===== src/rtl/cpu_pkg.sv =====
// Shared CPU constants and the fetch state type.
// The HALT state exists only when FETCH_HALT_EN is defined.
package cpu_pkg;

    localparam int unsigned CpuBits  = 16;
    localparam int unsigned CpuAddrW = 8;

    localparam logic [CpuBits-1:0] CpuHaltOpcode = 16'hFFFF;

`ifdef FETCH_HALT_EN
    typedef enum logic [0:0] {
        StFetch = 1'b0,
        StHalt  = 1'b1
    } fetch_state_e;
`else
    typedef enum logic [0:0] {
        StFetch = 1'b0
    } fetch_state_e;
`endif

endpackage


===== src/rtl/fetch_mem_mux.sv =====
// Memory port arbitration: a load/store request from execute owns the port for its
// cycle; otherwise the port performs an instruction read at the current pc.
module fetch_mem_mux
    import cpu_pkg::*;
#(
    parameter int unsigned BITS   = CpuBits,
    parameter int unsigned ADDR_W = CpuAddrW
) (
    input  logic              i_ls_req,
    input  logic              i_ls_we,
    input  logic [ADDR_W-1:0] i_ls_addr,
    input  logic [BITS-1:0]   i_ls_wdata,
    input  logic [ADDR_W-1:0] i_pc,
    output logic [ADDR_W-1:0] o_mem_addr,
    output logic              o_mem_rw,
    output logic [BITS-1:0]   o_mem_wdata
);

    always_comb begin
        o_mem_addr  = i_pc;
        o_mem_rw    = 1'b0;
        o_mem_wdata = '0;
        if (i_ls_req) begin
            o_mem_addr  = i_ls_addr;
            o_mem_rw    = i_ls_we;
            o_mem_wdata = i_ls_wdata;
        end
    end

    // A write must only ever come from an explicit store request.
    always_comb begin
        assert (!o_mem_rw || (i_ls_req && i_ls_we));
    end

endmodule


===== src/rtl/fetch_unit.sv =====
// Instruction fetch unit sharing one memory port with execute load/store traffic.
// Define FETCH_HALT_EN to stop fetching after HALT_OPCODE until the next jump.
module fetch_unit
    import cpu_pkg::*;
#(
    parameter int unsigned       BITS        = CpuBits,
    parameter int unsigned       ADDR_W      = CpuAddrW,
    parameter logic [ADDR_W-1:0] RESET_PC    = '0,
    parameter logic [BITS-1:0]   HALT_OPCODE = BITS'(CpuHaltOpcode)
) (
    input  logic              i_clk,
    input  logic              i_rst,
    output logic [ADDR_W-1:0] o_mem_addr,
    output logic              o_mem_rw,
    output logic [BITS-1:0]   o_mem_wdata,
    input  logic [BITS-1:0]   i_mem_rdata,
    output logic              o_instr_valid,
    input  logic              i_instr_ready,
    output logic [BITS-1:0]   o_instr,
    output logic [ADDR_W-1:0] o_instr_pc,
    input  logic              i_jump,
    input  logic [ADDR_W-1:0] i_jump_addr,
    input  logic              i_ls_req,
    input  logic              i_ls_we,
    input  logic [ADDR_W-1:0] i_ls_addr,
    input  logic [BITS-1:0]   i_ls_wdata,
    output logic [BITS-1:0]   o_ls_rdata,
    output logic              o_ls_done
);

    fetch_state_e state_q, state_d;

    logic [ADDR_W-1:0] pc_q, pc_d;
    logic [BITS-1:0]   instr_q, instr_d;
    logic [ADDR_W-1:0] instr_pc_q, instr_pc_d;
    logic              instr_valid_q, instr_valid_d;
    logic [BITS-1:0]   ls_rdata_q, ls_rdata_d;
    logic              ls_done_q, ls_done_d;
    logic              fetch_slot;

    fetch_mem_mux #(
        .BITS   (BITS),
        .ADDR_W (ADDR_W)
    ) u_mem_mux (
        .i_ls_req    (i_ls_req),
        .i_ls_we     (i_ls_we),
        .i_ls_addr   (i_ls_addr),
        .i_ls_wdata  (i_ls_wdata),
        .i_pc        (pc_q),
        .o_mem_addr  (o_mem_addr),
        .o_mem_rw    (o_mem_rw),
        .o_mem_wdata (o_mem_wdata)
    );

    // State register
    always_ff @(posedge i_clk) begin
        if (i_rst) begin
            state_q <= StFetch;
        end else begin
            state_q <= state_d;
        end
    end

    // Next state
    always_comb begin
        state_d = state_q;
`ifdef FETCH_HALT_EN
        unique case (state_q)
            StFetch: begin
                // The halt word itself is still delivered; only later slots stop.
                if (fetch_slot && (i_mem_rdata == HALT_OPCODE)) begin
                    state_d = StHalt;
                end
            end
            StHalt: begin
                if (i_jump) begin
                    state_d = StFetch;
                end
            end
            default: state_d = StFetch;
        endcase
`endif
    end

`ifndef FETCH_HALT_EN
    logic unused_halt_opcode;
    assign unused_halt_opcode = ^HALT_OPCODE;
`endif

    // Datapath next values and fetch-slot decode
    always_comb begin
        fetch_slot = (state_q == StFetch) && !i_ls_req && !i_jump &&
                     (!instr_valid_q || i_instr_ready);

        pc_d          = pc_q;
        instr_d       = instr_q;
        instr_pc_d    = instr_pc_q;
        instr_valid_d = instr_valid_q;

        if (i_jump) begin
            // Redirect wins over everything and flushes any pending instruction.
            pc_d          = i_jump_addr;
            instr_valid_d = 1'b0;
        end else if (fetch_slot) begin
            instr_d       = i_mem_rdata;
            instr_pc_d    = pc_q;
            instr_valid_d = 1'b1;
            pc_d          = pc_q + ADDR_W'(1);
        end else if (instr_valid_q && i_instr_ready) begin
            instr_valid_d = 1'b0;
        end

        ls_done_d  = i_ls_req;
        ls_rdata_d = ls_rdata_q;
        if (i_ls_req && !i_ls_we) begin
            ls_rdata_d = i_mem_rdata;
        end
    end

    always_ff @(posedge i_clk) begin
        if (i_rst) begin
            pc_q          <= RESET_PC;
            instr_q       <= '0;
            instr_pc_q    <= '0;
            instr_valid_q <= 1'b0;
            ls_rdata_q    <= '0;
            ls_done_q     <= 1'b0;
        end else begin
            pc_q          <= pc_d;
            instr_q       <= instr_d;
            instr_pc_q    <= instr_pc_d;
            instr_valid_q <= instr_valid_d;
            ls_rdata_q    <= ls_rdata_d;
            ls_done_q     <= ls_done_d;
        end
    end

    assign o_instr       = instr_q;
    assign o_instr_pc    = instr_pc_q;
    assign o_instr_valid = instr_valid_q;
    assign o_ls_rdata    = ls_rdata_q;
    assign o_ls_done     = ls_done_q;

endmodule


===== config.mk =====
export PLATFORM = sky130hd
export DESIGN_NAME = fetch_unit
export DESIGN_NICKNAME = d
export VERILOG_FILES = /design/src/rtl/cpu_pkg.sv /design/src/rtl/fetch_mem_mux.sv /design/src/rtl/fetch_unit.sv
export SDC_FILE = /design/constraint.sdc
export NUM_CORES = 1
export LEC_CHECK = 0
export ABC_AREA = 0
export CORE_MARGIN = 2
export CORE_UTILIZATION = 41
export DETAILED_ROUTE_END_ITERATION = 6
export PLACE_DENSITY_LB_ADDON = 0.25
export SYNTH_ARGS = -nofsm -noshare
export SYNTH_HDL_FRONTEND = slang
export SYNTH_SLANG_ARGS = --single-unit

===== constraint.sdc =====
create_clock -name i_clk -period 3.3 [get_ports i_clk]
set_input_delay 0.495 -clock i_clk [delete_from_list [all_inputs] [get_ports i_clk]]
set_output_delay 0.495 -clock i_clk [all_outputs]
set_load 0.01 [all_outputs]

## Yosys cells after proc, flatten, opt, wreduce, memory -nomap -nowiden

Index checks and enable logic that the tools add are counted.

- Flip-flop bits (word level): 50
- Input bits: 54
- Output and inout port bits: 67
- Word-level logic and storage cells: 28

- Add/sub/neg operators: 1
- Multiplexer cells: 7
- Bitwise logic cells: 1
- Reductions and logical operators: 13

Operators with widths:

| operator | count |
|---|---|
| $mux W8 | 3 |
| $mux W16 | 1 |
| $add A8 B1 Y8 const B | 1 |
| $logic_and A1 B1 Y1 | 4 |
| $logic_not A1 Y1 | 4 |
| $reduce_bool A2 Y1 | 2 |
| $mux W1 | 3 |
| $reduce_and A2 Y1 | 1 |
| $reduce_or A2 Y1 | 1 |
| $logic_or A1 B1 Y1 | 1 |
| $not A1 Y1 | 1 |

## Longest topological paths before layout

Gate-level depths: netlist of run 1.

- Word-level depth: 5
- Gate-level depth with buffers: 6
- Gate-level depth less buffers: 5

## Hierarchy

A second synthesis of run 1 with hierarchy kept.

- Cells, all modules: 278
- Area total of the unflattened synthesis: 2,354.8 µm²

By module, submodules not included:

| module | times used | cells an instance | area each (µm²) | seq. area each (µm²) |
|---|---|---|---|---|
| fetch_unit | 1 | 250 | 2,108.3 | 1,001.0 |
| fetch_mem_mux | 1 | 28 | 246.5 | 0.0 |

## Worst setup path after synthesis of run 1

No wires, ideal clock.

- Path kind: input to output
- Start: input i_ls_req
- End: output o_mem_wdata[10]
- Data arrival time: 1,288 ps
- Required time: 2,805 ps
- Path slack: 1,517 ps
- Stages: 4
- Path buffers: 3
- Path through: buf_2 > buf_2 > clkbuf_1 > and2_1

- Longest elaborated chain between the ends: 1

Ends and longest elaborated chain:

| item | RTL line | source |
|---|---|---|
| start: declaration | fetch_unit.sv:23 | `input logic i_ls_req,` |
| $mux W16 | fetch_mem_mux.sv:23 | `if (i_ls_req) begin` |
| end: declaration | fetch_unit.sv:15 | `output logic [BITS-1:0] o_mem_wdata,` |

No other way between the ends.

## Final worst setup path of run 1

- Start: input i_ls_req
- End: output o_mem_addr[1]

- Longest elaborated chain between the ends: 1

Ends and longest elaborated chain:

| item | RTL line | source |
|---|---|---|
| $mux W8 | fetch_mem_mux.sv:23 |  |
| end: declaration | fetch_unit.sv:13 | `output logic [ADDR_W-1:0] o_mem_addr,` |

No other way between the ends.

==> results of run 1 <==
-- report_power, final --
group / switching (uW) / total, uW / internal, uW
Sequential: 23.8 / 657 / 633
Clock: 195 / 342 / 147
Combinational: 108 / 283 / 175
-- worst max-delay path, stage by stage --
cell and delay (ns):
clkdlybuf4s50_1 0.45, buf_4 0.31, mux2_2 0.37, clkdlybuf4s50_1 0.48
-- worst min-delay path by stage --
stage | endpoint | slack (ns) | depth (start not counted)
final | o_ls_rdata[13] | 0.46 | 2
after global routing | o_ls_rdata[0] | 0.49 | 2
after CTS | o_ls_rdata[6] | 0.46 | 2
after detailed placement | o_ls_rdata[6] | 0.45 | 2
after global placement | o_ls_rdata[14] | 0.44 | 2
after floorplan | o_ls_rdata[0] | 0.48 | 2
-- sequential cells by signal, summed over array words and instances, names as in the netlist --
signal         flops
pc_q               8
o_instr           16
o_ls_done          1
o_ls_rdata        16
o_instr_valid      1
o_instr_pc         8
-- placed cells by master (no fill, tap or decap), types with 3 or more instances in the layout --
master,n
inv_1,7
clkdlybuf4s50_1,119
o21a_1,6
and2_1,17
nand2_1,33
buf_4,4
dfxtp_1,50
nand3_1,3
mux2i_1,24
nor3_1,3
xor2_1,5
mux2_2,8
a21oi_1,23
clkbuf_8,5
nor2b_1,3
nor2_1,24
-- cells by family (layout without fill, tap and decap cells) --
family | after synthesis | count (layout)
AOI/OAI and AO/OA | 32 | 32
buffers and inverters | 26 | 138
muxes | 32 | 32
DFF | 50 | 50
adders and majority gates | 1 | 1
and+or+nand+nor | 95 | 95
xor gates and xnor gates | 6 | 6
-- per-stage QoR --
step	hold WS, ns	power [uW]	util	area, sq um	setup WS [ns]
final	0.458	1280	0.677	3480	0.667
after global routing	0.487	1350	0.677	3480	0.602
after CTS	0.462	1300	0.677	3480	0.653
after global placement	0.441	952	0.661	3400	0.680
after detailed placement	0.448	957	0.661	3400	0.660
after floorplan	0.481	793	-	2180	1.52
-- area by class of cell --
class,instances,area [sq um],area share
Timing Repair Buffer,124,1230,0.353
Multi-Input combinational cell,166,1050,0.303
Inverter,7,26.3,0.00755
Tap cell,70,87.6,0.0252
Clock buffer,5,68.8,0.0198
Sequential cell,50,1000,0.288
Clock inverter,2,13.8,0.00396
-- routing by layer --
layer / wire, um / up-vias / part of all wire
li1: - / 1020 / -
met1: 2370 / 911 / 0.42
met2: 2670 / 81 / 0.47
met3: 542 / 5 / 0.096
met4: 46 / 0 / 0.0082
met5: 0 / - / 0
==> flow_summary.json, run 1 <==
{
  "status": "finished, final reports clean",
  "synth-xor-area-share": 0.0241,
  "yosys.area_share.simple": 0.217,
  "ys_ff_latch": 50,
  "synth_cell_types": 30,
  "die-area_sq_mm": 0.00593,
  "rrSetupSlack_ns": 1.88,
  "drive_gt1_frac": 0.0678,
  "cts_root_buffer": "clkbuf_8",
  "dr_total_vias": 2017,
  "first_pass_iters": 4,
  "use_met1": 0.232,
  "clock_latency_ns": 0.29,
  "diodes": 0,
  "syn-num-nets": 297,
  "hold_path_class": "flip-flop to flip-flop",
  "h-tree-depth": 2,
  "worstReg2RegStart": "pc_q[3]",
  "crit_arrival_ns": 2.14,
  "synth_area_leaders": "dfxtp_1 46%, mux2i_1 11%, nand2_1 5.7%",
  "io_pins": 121,
  "ys_seq_area_frac": 0.458,
  "grt_pass1_vias": 1998,
  "clk_pin_slew_ns": 0.09,
  "synth_top_area_frac": 0.458,
  "via_per_inst": 4.76,
  "grtUsageTotal": 0.195,
  "p_leak_uw": 0.00133,
  "initial_utilization": 0.425,
  "worstHoldStart": "o_ls_rdata[13]",
  "crit_fanout": 37,
  "synth_compound_area_frac": 0.0848,
  "antenna_found_initial": 0,
  "met2_usage": 0.332,
  "synthAdderAreaFrac": 0.00573,
  "cts_resized": 0,
  "ys.flop_type": "dfxtp_1",
  "slew_viol_final": 0,
  "use_met3": 0.0729,
  "setup_viol_count_final": 0,
  "syn_area_sq_mm": 0.00218,
  "fmax_ghz": 0.380,
  "row_count": 26,
  "cts_sinks": 50,
  "post-route-period-util": 0.798,
  "drt-initial-drc-count": 117,
  "area_delta_synth_final_pct": 59.2,
  "grt_pass1_wl_um": 9440,
  "drt-total-wl_um": 5620,
  "finalHoldViolCount": 0,
  "post_cts_buffers": 0,
  "worstRegToRegCells": 4,
  "fp.dieH_um": 77.0,
  "r2r-end": "pc_q[6]",
  "finalCriticalPeriod_ns": 2.63,
  "async_reset_ff_frac": 0,
  "cp-end-kind": "output pin",
  "synth_top_cell_by_area": "dfxtp_1",
  "cp.required_ns": 2.80,
  "wl_per_cell_um": 13.3,
  "pwr_density_cell_mw_per_mm2": 369,
  "relSlewSlack": 0.412,
  "cts_tree": "built",
  "drc": 0,
  "cts_buffers": 5,
  "grt_overflow": 0,
  "avgSynthCellArea_sq_um": 9.03,
  "synth_mux_area_frac": 0.151,
  "cp-endpoint": "o_mem_addr[1]",
  "grt_busiest_layer": "met2",
  "cts_max_path_buffers": 2,
  "n_fill_cell": 453,
  "nets": 409,
  "fp.dieW_um": 77.0,
  "rsz0062_at_grt": "false",
  "yosysWarnings": 0,
  "grt_max_degree": 51,
  "fin_skew_ns": 0.00653,
  "crit_path_start_kind": "input pin",
  "ctsHoldBuffers": 0,
  "stdcell_count": 424,
  "placeableCoreArea_sq_mm": 0.00514,
  "synthTopCellsByCount": "50 x dfxtp_1, 33 x nand2_1, 24 x mux2i_1, 24 x nor2_1, 23 x a21oi_1",
  "max_cap_viol_count": 0,
  "io_buffers": 120,
  "ir_drop_mv": 0.232,
  "place_hpwl_um": 4140,
  "yosysMostFrequentCell": "dfxtp_1",
  "timing.setup.tns_ns": 0,
  "dp_cells": 417,
  "synth-edff-count": 0,
  "netlist_instances": 242,
  "setup.worst_path.start": "i_ls_req",
  "gp_congestion": 0.726,
  "detail-route-antenna-nets": 0,
  "crit_type": "input pin to output pin",
  "synth_top_family_by_area": "simple AND/OR/NAND/NOR gates",
  "worst_pin_slew_ns": 0.882
}
No activity file was read; power rests on OpenSTA's default activity.
==> inputs of run 2 (changes only) <==
- CORE_UTILIZATION: 41 -> 35
- clock period: 3.3 -> 2.2 ns (I/O delays scaled with it)
==> run 2 against run 1 <==
Effect of this change: setup slack lost 0.31 ns; cell count rose by 2.4%; largest cell class unchanged; register-to-register slack lost 1.1 ns; design area rose by 2.8%; first-iteration DRC count is 35% lower; wire length grew 3.0%; clock-buffer cell count increased by 1; critical endpoint is now o_mem_addr[0]; hold slack improved by 0.0012 ns.
==> flow_summary.json, run 2 (same netlist as run 1, synthesis figures left out) <==
{
  "diodes": 0,
  "timing.setup.tns_ns": 0,
  "crit_arrival_ns": 1.51,
  "cp-end-kind": "output pin",
  "post_cts_buffers": 0,
  "post-route-period-util": 0.838,
  "gp_congestion": 0.751,
  "detail-route-antenna-nets": 0,
  "cp.required_ns": 1.87,
  "place_hpwl_um": 4260,
  "cts_root_buffer": "clkbuf_8",
  "cts_max_path_buffers": 2,
  "grt_max_degree": 30,
  "drc": 0,
  "nets": 413,
  "clk_pin_slew_ns": 0.09,
  "cts_tree": "built",
  "pwr_density_cell_mw_per_mm2": 557,
  "crit_fanout": 6,
  "worstRegToRegCells": 4,
  "io_buffers": 120,
  "finalCriticalPeriod_ns": 1.84,
  "fin_skew_ns": 0.00592,
  "worst_pin_slew_ns": 0.538,
  "fp.dieW_um": 83.0,
  "final_common_cell": "clkdlybuf4s50_1",
  "first_pass_iters": 4,
  "setup_viol_count_final": 0,
  "drive_gt1_frac": 0.0808,
  "cts_buffers": 5,
  "hold_path_class": "flip-flop to flip-flop",
  "wl_per_cell_um": 13.3,
  "n_fill_cell": 546,
  "io_pins": 121,
  "placeableCoreArea_sq_mm": 0.00599,
  "max_cap_viol_count": 0,
  "status": "finished, final reports clean",
  "row_count": 28,
  "cts_resized": 0,
  "drt-total-wl_um": 5790,
  "relSlewSlack": 0.641,
  "clock_latency_ns": 0.30,
  "pre_cts_ws_ns": 0.0180,
  "fmax_ghz": 0.543,
  "initial_utilization": 0.365,
  "via_per_inst": 4.58,
  "layout_common_cells": "118 x clkdlybuf4s50_1, 50 x dfxtp_1, 33 x nand2_1",
  "grtUsageTotal": 0.167,
  "worstHoldPathCells": 2,
  "drt-initial-drc-count": 76,
  "die-area_sq_mm": 0.00689,
  "ir_drop_mv": 0.390,
  "grt_pass1_vias": 1957,
  "ctsHoldBuffers": 0,
  "grt_overflow": 0,
  "antenna_found_initial": 0,
  "cts_sinks": 50,
  "area_delta_synth_final_pct": 63.7,
  "fin_ws_ns": 0.357,
  "h-tree-depth": 2,
  "finalHoldViolCount": 0,
  "slew_viol_final": 0,
  "fp.dieH_um": 83.0,
  "rsz0062_at_grt": "false",
  "p_leak_uw": 0.00138,
  "crit_path_start_kind": "flip-flop",
  "dr_total_vias": 1988,
  "grt_pass1_wl_um": 9670,
  "crit_type": "flip-flop to output pin"
}
==> run 2: metal layers <==
metal / track usage / up-vias / wire length (um)
met4: 0.0313 / 0 / 38
met1: 0.197 / 902 / 2510
met2: 0.292 / 57 / 2830
li1: - / 1025 / -
met3: 0.0626 / 4 / 410
met5: 0 / - / 0
==> run 2: final cells by class <==
cell class	count	area, sq um	area share
clock buffers	6	82.6	0.0231
clock inverters	2	16.3	0.00455
inverters	7	26.3	0.00735
multi-input cells	166	1050	0.295
flip-flops and latches	50	1000	0.280
well taps	75	93.8	0.0262
repair buffers	128	1300	0.364
==> run 2: stage by stage <==
step / hold slack (ns) / total power, uW / util / instance area (sq um) / std cells
after floorplan: 0.466 / 1190 / - / 2180 / 242
after global placement: 0.442 / 1440 / 0.576 / 3450 / 425
after detailed placement: 0.450 / 1450 / 0.576 / 3450 / 425
after CTS: 0.461 / 2020 / 0.592 / 3550 / 433
after global routing: 0.482 / 2100 / 0.597 / 3580 / 434
final: 0.460 / 1990 / 0.597 / 3580 / 434
==> run 2: worst max-delay path, stage by stage (launching register included) <==
cell and delay, ns:
dfxtp_1 0.49, mux2_2 0.21, clkdlybuf4s50_1 0.53
==> run 2: final timing paths <==
kind,from,endpoint,slack (ns)
worst max-delay path,pc_q[0],o_mem_addr[0],0.36
worst min-delay path,o_ls_rdata[15],o_ls_rdata[15],0.46
worst max register to register,pc_q[0],pc_q[6],0.77
worst min register to register,o_ls_rdata[15],o_ls_rdata[15],0.46
==> run 2: power breakdown <==
group	internal [uW]	leakage (uW)	switching, uW
logic	275	0.000919	167
registers	950	0.000410	35.5
clock network	259	0.0000478	304
total	1480	0.00138	507
==> inputs of run 3 (changes only) <==
- clock period: 2.2 -> 1.5 ns (I/O delays scaled with it)
==> run 3 against run 2 <==
Effect of this change: global-route usage increased by 0.86 points; clock power is 72% higher; sequential share of layout area down 0.76 points; total power is 54% higher; largest cell class unchanged; critical path depth is 4 higher; non-clock buffer count increased by 9; hold slack lost 0.18 ns; setup slack worse by 0.32 ns.
==> flow_summary.json, run 3 (same netlist as run 1, synthesis figures left out) <==
{
  "pre_cts_ws_ns": -0.437,
  "io_buffers": 120,
  "slowest_stage": "o31a_1",
  "finalCriticalPeriod_ns": 1.47,
  "drt-total-wl_um": 6030,
  "final_common_cell": "clkdlybuf4s50_1",
  "fin_ws_ns": 0.0349,
  "cp-end-kind": "flip-flop",
  "placeableCoreArea_sq_mm": 0.00599,
  "grt_max_degree": 25,
  "rsz0062_at_grt": "true",
  "worstHoldStart": "i_rst",
  "io_pins": 121,
  "dr_total_vias": 2059,
  "crit_top_cell": "o31a_1",
  "fmax_ghz": 0.683,
  "antenna_found_initial": 0,
  "worstPathBufferInverterCount": 3,
  "p_leak_uw": 0.00148,
  "layout_common_cells": "93 x clkdlybuf4s50_1, 47 x dfxtp_1, 33 x nand2_1",
  "area_delta_synth_final_pct": 68.9,
  "via_per_inst": 4.66,
  "cts_tree": "built",
  "hold_path_class": "input pin to flip-flop",
  "rrSetupSlack_ns": 0.13,
  "gp_congestion": 0.736,
  "cts_sinks": 50,
  "grt_pass1_wl_um": 10000,
  "grtUsageTotal": 0.176,
  "crit_type": "input pin to flip-flop",
  "max_cap_viol_count": 0,
  "h-tree-depth": 2,
  "post_cts_buffers": 0,
  "ctsHoldBuffers": 0,
  "worst_pin_slew_ns": 0.318,
  "fin_skew_ns": 0.00232,
  "finalPower_uw": 3070,
  "relSlewSlack": 0.785,
  "setup_viol_count_final": 0,
  "die-area_sq_mm": 0.00689,
  "timing.setup.tns_ns": 0,
  "worstReg2RegStart": "pc_q[2]",
  "crit_arrival_ns": 1.66,
  "clk_pin_slew_ns": 0.08,
  "crit_fanout": 12,
  "row_count": 28,
  "setup.worst_path.start": "i_ls_req",
  "crit_path_start_kind": "input pin",
  "cts_buffers": 5,
  "post-route-period-util": 0.977,
  "status": "finished, final reports clean",
  "nets": 422,
  "slew_viol_final": 0,
  "initial_utilization": 0.365,
  "cts_max_path_buffers": 2,
  "diodes": 0,
  "drt-initial-drc-count": 58,
  "pwr_density_cell_mw_per_mm2": 833,
  "max_stage_delay_ns": 0.30,
  "grt_pass1_vias": 1989,
  "grt_overflow": 0,
  "first_pass_iters": 4,
  "finish.utilization": 0.616,
  "detail-route-antenna-nets": 0,
  "crit_chain": "clkdlybuf4s15_2, bufbuf_16, buf_4, or2_4, o31a_1, o31a_1",
  "wl_per_cell_um": 13.6,
  "drive_gt1_frac": 0.125,
  "ir_drop_mv": 0.425,
  "cts_root_buffer": "clkbuf_8",
  "finalHoldViolCount": 0,
  "fp.dieW_um": 83.0,
  "clock_latency_ns": 0.30,
  "cp.required_ns": 1.69,
  "fp.dieH_um": 83.0,
  "cp_top_family": "buffers and inverters",
  "drc": 0,
  "place_hpwl_um": 4400
}
run 3: cell types whose count changed in the layout (fill, tap and decap cells not counted), sizes merged:
cell,before,now
clkdlybuf4s50,118,93
clkdlybuf4s15,0,15
dlygate4sd2,0,10
buf,8,17
bufbuf,0,1
bufinv,0,1
clkinvlp,1,0
dlymetal6s2s,1,0
inv,8,7
run 3: layout make-up:
class / instances / area, sq um
inverters: 7 / 26.3
well taps: 75 / 93.8
fillers: 514 / 2300
flip-flops and latches: 50 / 1000
clock inverters: 1 / 30.0
clock buffers: 6 / 82.6
multi-input cells: 166 / 1080
repair buffers: 137 / 1370
run 3: per-stage QoR:
step                instance area (sq um)  hold slack, ns  cells
floorplan                            2180           0.361    242
global placement                     3530           0.442    434
detailed placement                   3530           0.449    434
CTS                                  3660           0.277    442
global route                         3690           0.266    442
finish                               3690           0.277    442
run 3: metal layers:
metal  up-vias  track usage  wire, um
met2        62        0.304      3000
met3         6       0.0567       377
li1       1049            -         -
met4         0       0.0402        54
met1       942        0.213      2590
met5         -            0         0
run 3: where the power goes:
| part | internal [uW] | switching (uW) |
|---|---|---|
| Sequential | 1390 | 49.3 |
| Clock | 534 | 433 |
| Combinational | 403 | 258 |
| Total | 2330 | 741 |
run 3: repair_timing:
item | CTS | global route
pin swaps | 0 | 0
cloned | 1 | 0
resized for setup | 38 | 14
setup endpoints to repair | 52 | 11
run 3: worst register-to-register path, cell delays in order, from the launching register on:
cell and delay [ns]:
dfxtp_2 0.42, nand4_1 0.26, nor4b_2 0.32, xor2_1 0.10, o21a_1 0.17
run 3: worst paths after layout:
kind | endpoint | cells after the start
min | o_instr[4] | 2
min reg2reg | o_ls_rdata[8] | 2
max reg2reg | pc_q[6] | 4
max | pc_q[7] | 6
